==> config.mk <==
export PLATFORM = sky130hd
export DESIGN_NAME = dmem_arbiter
export DESIGN_NICKNAME = d
export VERILOG_FILES = /design/src/rtl/dmem_arb_pkg.sv /design/src/rtl/dmem_arbiter.sv
export SDC_FILE = /design/constraint.sdc
export NUM_CORES = 1
export LEC_CHECK = 0
export ABC_AREA = 1
export CAP_MARGIN = 20
export CORE_MARGIN = 2
export CORE_UTILIZATION = 28
export DETAILED_ROUTE_END_ITERATION = 7
export HOLD_SLACK_MARGIN = 0.1
export MAX_ROUTING_LAYER = met4
export PLACE_DENSITY = 0.77
export SETUP_SLACK_MARGIN = 0.1
export SYNTH_ARGS = -nofsm -noshare
export SYNTH_HDL_FRONTEND = slang
export SYNTH_SLANG_ARGS = --single-unit
export TNS_END_PERCENT = 20
==> constraint.sdc <==
create_clock -name clock -period 1.5 [get_ports clock]
set_clock_uncertainty 0.15 [all_clocks]
set_input_delay 0.15 -clock clock [delete_from_list [all_inputs] [get_ports clock]]
set_output_delay 0.15 -clock clock [all_outputs]
set_load 0.02 [all_outputs]
==> src/rtl/dmem_arb_pkg.sv <==
// Shared types and default sizing for the data-memory arbiter.
// Imported by dmem_arbiter and its bench.
package dmem_arb_pkg;

   localparam int ADDR_W_DEF   = 14;
   localparam int DATA_W_DEF   = 32;
   localparam int MAX_WAIT_DEF = 4;

   typedef enum logic [1:0] {
      LOAD,
      RUN,
      DRAIN
   } mode_e;

   typedef enum logic {
      IDLE,
      ACCESS
   } acc_e;

   typedef enum logic {
      CPU,
      UPG
   } owner_e;

endpackage

==> src/rtl/dmem_arbiter.sv <==
// Shares one synchronous data RAM between the CPU and the UART programmer.
// A LOAD/RUN/DRAIN mode FSM decides who may use the RAM and gates the CPU.
module dmem_arbiter
   import dmem_arb_pkg::*;
#(
   parameter int ADDR_W   = ADDR_W_DEF,
   parameter int DATA_W   = DATA_W_DEF,
   parameter int MAX_WAIT = MAX_WAIT_DEF
) (
   input  logic              clock,
   input  logic              rst,
   input  logic              cpu_req,
   input  logic              cpu_we,
   input  logic [ADDR_W-1:0] cpu_adr,
   input  logic [DATA_W-1:0] cpu_wdata,
   output logic [DATA_W-1:0] cpu_rdata,
   output logic              cpu_ack,
   input  logic              upg_req,
   input  logic [ADDR_W-1:0] upg_adr,
   input  logic [DATA_W-1:0] upg_wdata,
   output logic              upg_ack,
   input  logic              upg_done,
   input  logic              upg_start,
   output logic              ram_en,
   output logic              ram_we,
   output logic [ADDR_W-1:0] ram_adr,
   output logic [DATA_W-1:0] ram_wdata,
   input  logic [DATA_W-1:0] ram_rdata,
   output logic              cpu_run
);

   localparam int CW = (MAX_WAIT < 1) ? 1 : $clog2(MAX_WAIT + 1);
   localparam logic [CW-1:0] WAIT_TOP = CW'(MAX_WAIT);

   mode_e             mode_q, mode_d;
   acc_e              acc_q, acc_d;
   owner_e            own_q, own_d;
   logic              we_q;
   logic              armed_q;
   logic [CW-1:0]     wait_q, wait_d;
   logic [DATA_W-1:0] rdata_q;

   logic cpu_win;
   logic upg_win;
   logic grant;
   logic starved;

   assign starved = upg_req && (wait_q == WAIT_TOP);

   // armed_q holds off grants until the first edge after reset release
   always_comb begin
      cpu_win = 1'b0;
      upg_win = 1'b0;
      if (armed_q && acc_q == IDLE) begin
         unique case (mode_q)
            LOAD: upg_win = upg_req;
            RUN: begin
               if (!upg_start) begin
                  if (starved)      upg_win = 1'b1;
                  else if (cpu_req) cpu_win = 1'b1;
                  else if (upg_req) upg_win = 1'b1;
               end
            end
            default: ;
         endcase
      end
   end

   assign grant = cpu_win | upg_win;

   always_comb begin
      ram_en    = grant;
      ram_we    = upg_win | (cpu_win & cpu_we);
      ram_adr   = '0;
      ram_wdata = '0;
      if (upg_win) begin
         ram_adr   = upg_adr;
         ram_wdata = upg_wdata;
      end else if (cpu_win) begin
         ram_adr   = cpu_adr;
         ram_wdata = cpu_wdata;
      end
   end

   assign cpu_ack   = (acc_q == ACCESS) && (own_q == CPU);
   assign upg_ack   = (acc_q == ACCESS) && (own_q == UPG);
   assign cpu_rdata = (cpu_ack && !we_q) ? ram_rdata : rdata_q;
   assign cpu_run   = (mode_q == RUN);

   always_comb begin
      mode_d = mode_q;
      unique case (mode_q)
         LOAD: begin
            if (armed_q && upg_done && acc_q == IDLE && !upg_req)
               mode_d = RUN;
         end
         RUN: begin
            if (upg_start)
               mode_d = DRAIN;
         end
         DRAIN: begin
            if (acc_q == IDLE)
               mode_d = LOAD;
         end
         default: mode_d = LOAD;
      endcase
   end

   always_comb begin
      acc_d  = grant ? ACCESS : IDLE;
      own_d  = own_q;
      wait_d = wait_q;
      if (grant)
         own_d = upg_win ? UPG : CPU;
      if (mode_q != RUN || mode_d != RUN || upg_win)
         wait_d = '0;
      else if (cpu_win && upg_req && wait_q != WAIT_TOP)
         wait_d = wait_q + CW'(1);
   end

   always_ff @(posedge clock or negedge rst) begin
      if (!rst) begin
         mode_q  <= LOAD;
         acc_q   <= IDLE;
         own_q   <= CPU;
         we_q    <= 1'b0;
         armed_q <= 1'b0;
         wait_q  <= '0;
         rdata_q <= '0;
      end else begin
         mode_q  <= mode_d;
         acc_q   <= acc_d;
         own_q   <= own_d;
         armed_q <= 1'b1;
         wait_q  <= wait_d;
         if (grant)
            we_q <= ram_we;
         if (cpu_ack && !we_q)
            rdata_q <= ram_rdata;
      end
   end

endmodule

==> summary.md <==
| Metric | Value |
|---|---|
| Util after Layout | 0.646 |
| Startpoint type of the worst setup path | flip-flop |
| Final design area excluding fillers | 0.00528 mm2 |
| CTS H-Tree Depth | 2 |
| Highest clock rate | 475 MHz |
| Synth Area per Inst | 8.35 um2 |
| RSZ-0062 raised after global routing | yes |
| Flip-flop and latch count after synthesis | 41 |
| Number of I/O pins | 214 |
| Nets in the synthesized netlist | 415 |
| Initial antenna violation count | 0 |
| Run status | complete, but fails checks |
| Final Hold Violating Endpoints | 0 |
| Number of warnings reported in the yosys synthesis log | 0 |
| CTS tree | built |
| Starting utilization of the core area | 0.288 |
| Share of post-route cells with drive strength above 1 | 0.456 |
| Count of input and output buffers | 213 |
| Power Dens Cells | 773 mW/mm2 |
| Sinks on the clock net | 41 |
| Violation count after the first detailed-route iteration | 72 |
| Vias | 2910 |
| Worst hold margin | 0.204 ns |
| Peak ir drop on the vdd network | 0.000786 V |
| Cell variety after synth | 26 |
| Routability cong. | 0.857 |
| Max Slew Vio Count | 0 |
| Total wirelength of the detailed-routed design | 9520 um |
| Kind of cell adding the most delay to the critical path | buffers and inverters |
| Type of destination of the critical path | output pin |
| Largest net degree at the start of global routing | 27 |
| Post-Layout Cell Count | 627 |
| Accumulated negative setup slack | -38.57 ns |
| Die extent in x | 95.7 um |
| Worst-skew pair later-pin latency | 0.29 ns |
| Slowest-stage cell, CP | sky130_fd_sc_hd__dfrtp_1 |
| Cell row count | 33 |
| Number of buffers between clock root and the deepest sink | 2 |
| CTS root buffer | sky130_fd_sc_hd__clkbuf_8 |
| Wire length of the first global-routing pass | 13600 um |
| Final net count | 654 |
| Crit path required time | 1.20 ns |
| Antenna diode count | 0 |
| Number of remaining DRC errors | 0 |
| Register clock-pin slew on the reported worst setup and hold paths | 0.08 ns |
| Antenna Violating Nets Remaining | 0 |
| Failing checks | negative setup slack |
| Arrival @ worst endpoint | 1.81 ns |
| Final Critical Period | 2.11 ns |
| Final cycle utilization of the critical path | 1.40 |
| Cell count after placement | 609 |
| Die Ht | 95.7 um |
| Core outline area | 0.00818 mm2 |
| Area growth from synthesis to final layout | 124% |
| Type of the tightest min-delay check | in2async |
| Final worst setup slack | -0.606 ns |
| Number of buffers created by CTS | 5 |
| Most common library cell in the layout ignoring fill and taps | sky130_fd_sc_hd__clkdlybuf4s50_1 |
| Global router's overall resource usage | 0.195 |
| Most numerous cell on the critical path | sky130_fd_sc_hd__buf_6 |
| Half-perimeter wire length of the detailed placement result | 7210 um |
| Die area | 0.00915 mm2 |
| Pre-Repair DR Iteration Count | 4 |
| CP Cell Sequence | inv_2, ha_4, a21oi_4, o21ai_4, buf_6, clkbuf_16, nand3_2, nand2_2, buf_6 |
| Critical path buffer and inverter count | 4 |
| LEAKAGE | 2.47 nW |
| Max Fanout on Critical Path | 8 |
| Total chip power | 4.09 mW |
| Start point of the critical path | wait_q[0] |
| Detailed-route vias per instance | 4.64 |
| Vias in the first global route | 2840 |
| Grt total ovfl | 0 |
| DP Area | 0.00491 mm2 |
| Max-cap violation count | 0 |
| Worst-case setup slack after placement | -0.918 ns |
| Synthesized area | 0.00235 mm2 |
| Final Setup Violations | 84 |
| Gate count after technology mapping | 282 |
| Startpoint of the lowest-slack register-to-register path | wait_q[0] |
| Leading cell types in the layout, fill and taps excluded | 129 x sky130_fd_sc_hd__clkdlybuf4s50_1, 62 x sky130_fd_sc_hd__nand2_1, 50 x sky130_fd_sc_hd__buf_6 |
| Average wire per cell in the routed design | 15.2 um |
| Worst Setup Path Type | reg2out |
| Register area share after synthesis | 0.436 |
| Slowest stage delay, CP | 0.40 ns |
-- cell usage after synthesis --
| cell type | number | area share |
|---|---|---|
| sky130_fd_sc_hd__clkbuf_1 | 1 | 0.0016 |
| sky130_fd_sc_hd__mux2_2 | 31 | 0.15 |
| sky130_fd_sc_hd__o21ai_0 | 3 | 0.0064 |
| sky130_fd_sc_hd__dfrtp_1 | 41 | 0.44 |
| sky130_fd_sc_hd__inv_1 | 11 | 0.018 |
| sky130_fd_sc_hd__nor2_4 | 1 | 0.0048 |
| sky130_fd_sc_hd__clkbuf_4 | 1 | 0.0032 |
| sky130_fd_sc_hd__nand2_1 | 104 | 0.17 |
| sky130_fd_sc_hd__o21ai_1 | 1 | 0.0021 |
| sky130_fd_sc_hd__nand3_1 | 52 | 0.11 |
| sky130_fd_sc_hd__buf_6 | 3 | 0.014 |
| sky130_fd_sc_hd__o31ai_1 | 1 | 0.0032 |
| sky130_fd_sc_hd__nand4_1 | 3 | 0.0080 |
| sky130_fd_sc_hd__nand2_2 | 3 | 0.0080 |
| sky130_fd_sc_hd__buf_4 | 4 | 0.013 |
| sky130_fd_sc_hd__nor2_2 | 1 | 0.0027 |
| sky130_fd_sc_hd__conb_1 | 1 | 0.0016 |
| sky130_fd_sc_hd__mux2_1 | 1 | 0.0048 |
| sky130_fd_sc_hd__buf_2 | 8 | 0.017 |
| sky130_fd_sc_hd__a31oi_1 | 1 | 0.0027 |
| sky130_fd_sc_hd__clkinv_2 | 1 | 0.0021 |
| sky130_fd_sc_hd__inv_2 | 2 | 0.0032 |
| sky130_fd_sc_hd__nor2_1 | 3 | 0.0048 |
| sky130_fd_sc_hd__nand3_2 | 1 | 0.0043 |
| sky130_fd_sc_hd__ha_1 | 2 | 0.011 |
| sky130_fd_sc_hd__a21oi_2 | 1 | 0.0037 |
-- state kept, by name (all words and copies together) (netlist names) --
register / cells
acc_q: 1
armed_q: 1
mode_q: 2
own_q: 1
rdata_q: 32
wait_q: 3
we_q: 1
-- layer usage --
layer / global-route usage / vias to the layer above / share of wire
met3: 0.0561 / 14 / 0.088
met2: 0.355 / 129 / 0.53
li1: - / 1398 / -
met4: 0.0500 / 0 / 0.017
met1: 0.207 / 1369 / 0.36
met5: - / - / 0
-- what timing repair did --
action,CTS,global route
setup buffers,3,2
resized for setup,426,55
cloned,2,2
hold buffers,1,0
hold endpoints to repair,41,0
pin swaps,4,4
endpoints found under the setup margin,121,121
-- cells by family (layout without fill, tap and decap cells) --
| family | Yosys count | in the layout | synth area share |
|---|---|---|---|
| mux | 32 | 32 | 0.153 |
| buf+inv | 31 | 271 | 0.0718 |
| fa+ha+maj | 2 | 2 | 0.0106 |
| compound gates | 7 | 7 | 0.0181 |
| other cells | 1 | 1 | 0.00159 |
| simple gates | 168 | 168 | 0.309 |
| flops | 41 | 41 | 0.436 |
-- power breakdown --
part	total, mW	internal (mW)	switching (mW)
combinational	1.94	1.02	0.912
sequential	1.36	1.30	0.0561
clock	0.794	0.425	0.369
total	4.09	2.75	1.34
-- cell type report --
type / instances / area (um2)
Clock buffer: 7 / 96.3
Clock inverter: 1 / 8.76
Fill cell: 687 / 2890
Inverter: 14 / 65.1
Multi-Input combinational cell: 210 / 1470
Sequential cell: 41 / 1030
Tap cell: 105 / 131
Timing Repair Buffer: 248 / 2460
Timing Repair inverter: 1 / 16.3
-- worst paths after layout --
path,depth (start not counted),slack [ns],endpoint
worst min register to register,2,0.34,we_q
max in group asynchronous,3,0.51,rdata_q[14]
worst max register to register,10,-0.21,wait_q[2]
worst min-delay path,2,0.20,rdata_q[13]
min in group clock,3,0.31,mode_q[0]
worst max-delay path,9,-0.61,ram_wdata[15]
(Power assumes the default switching activity.)
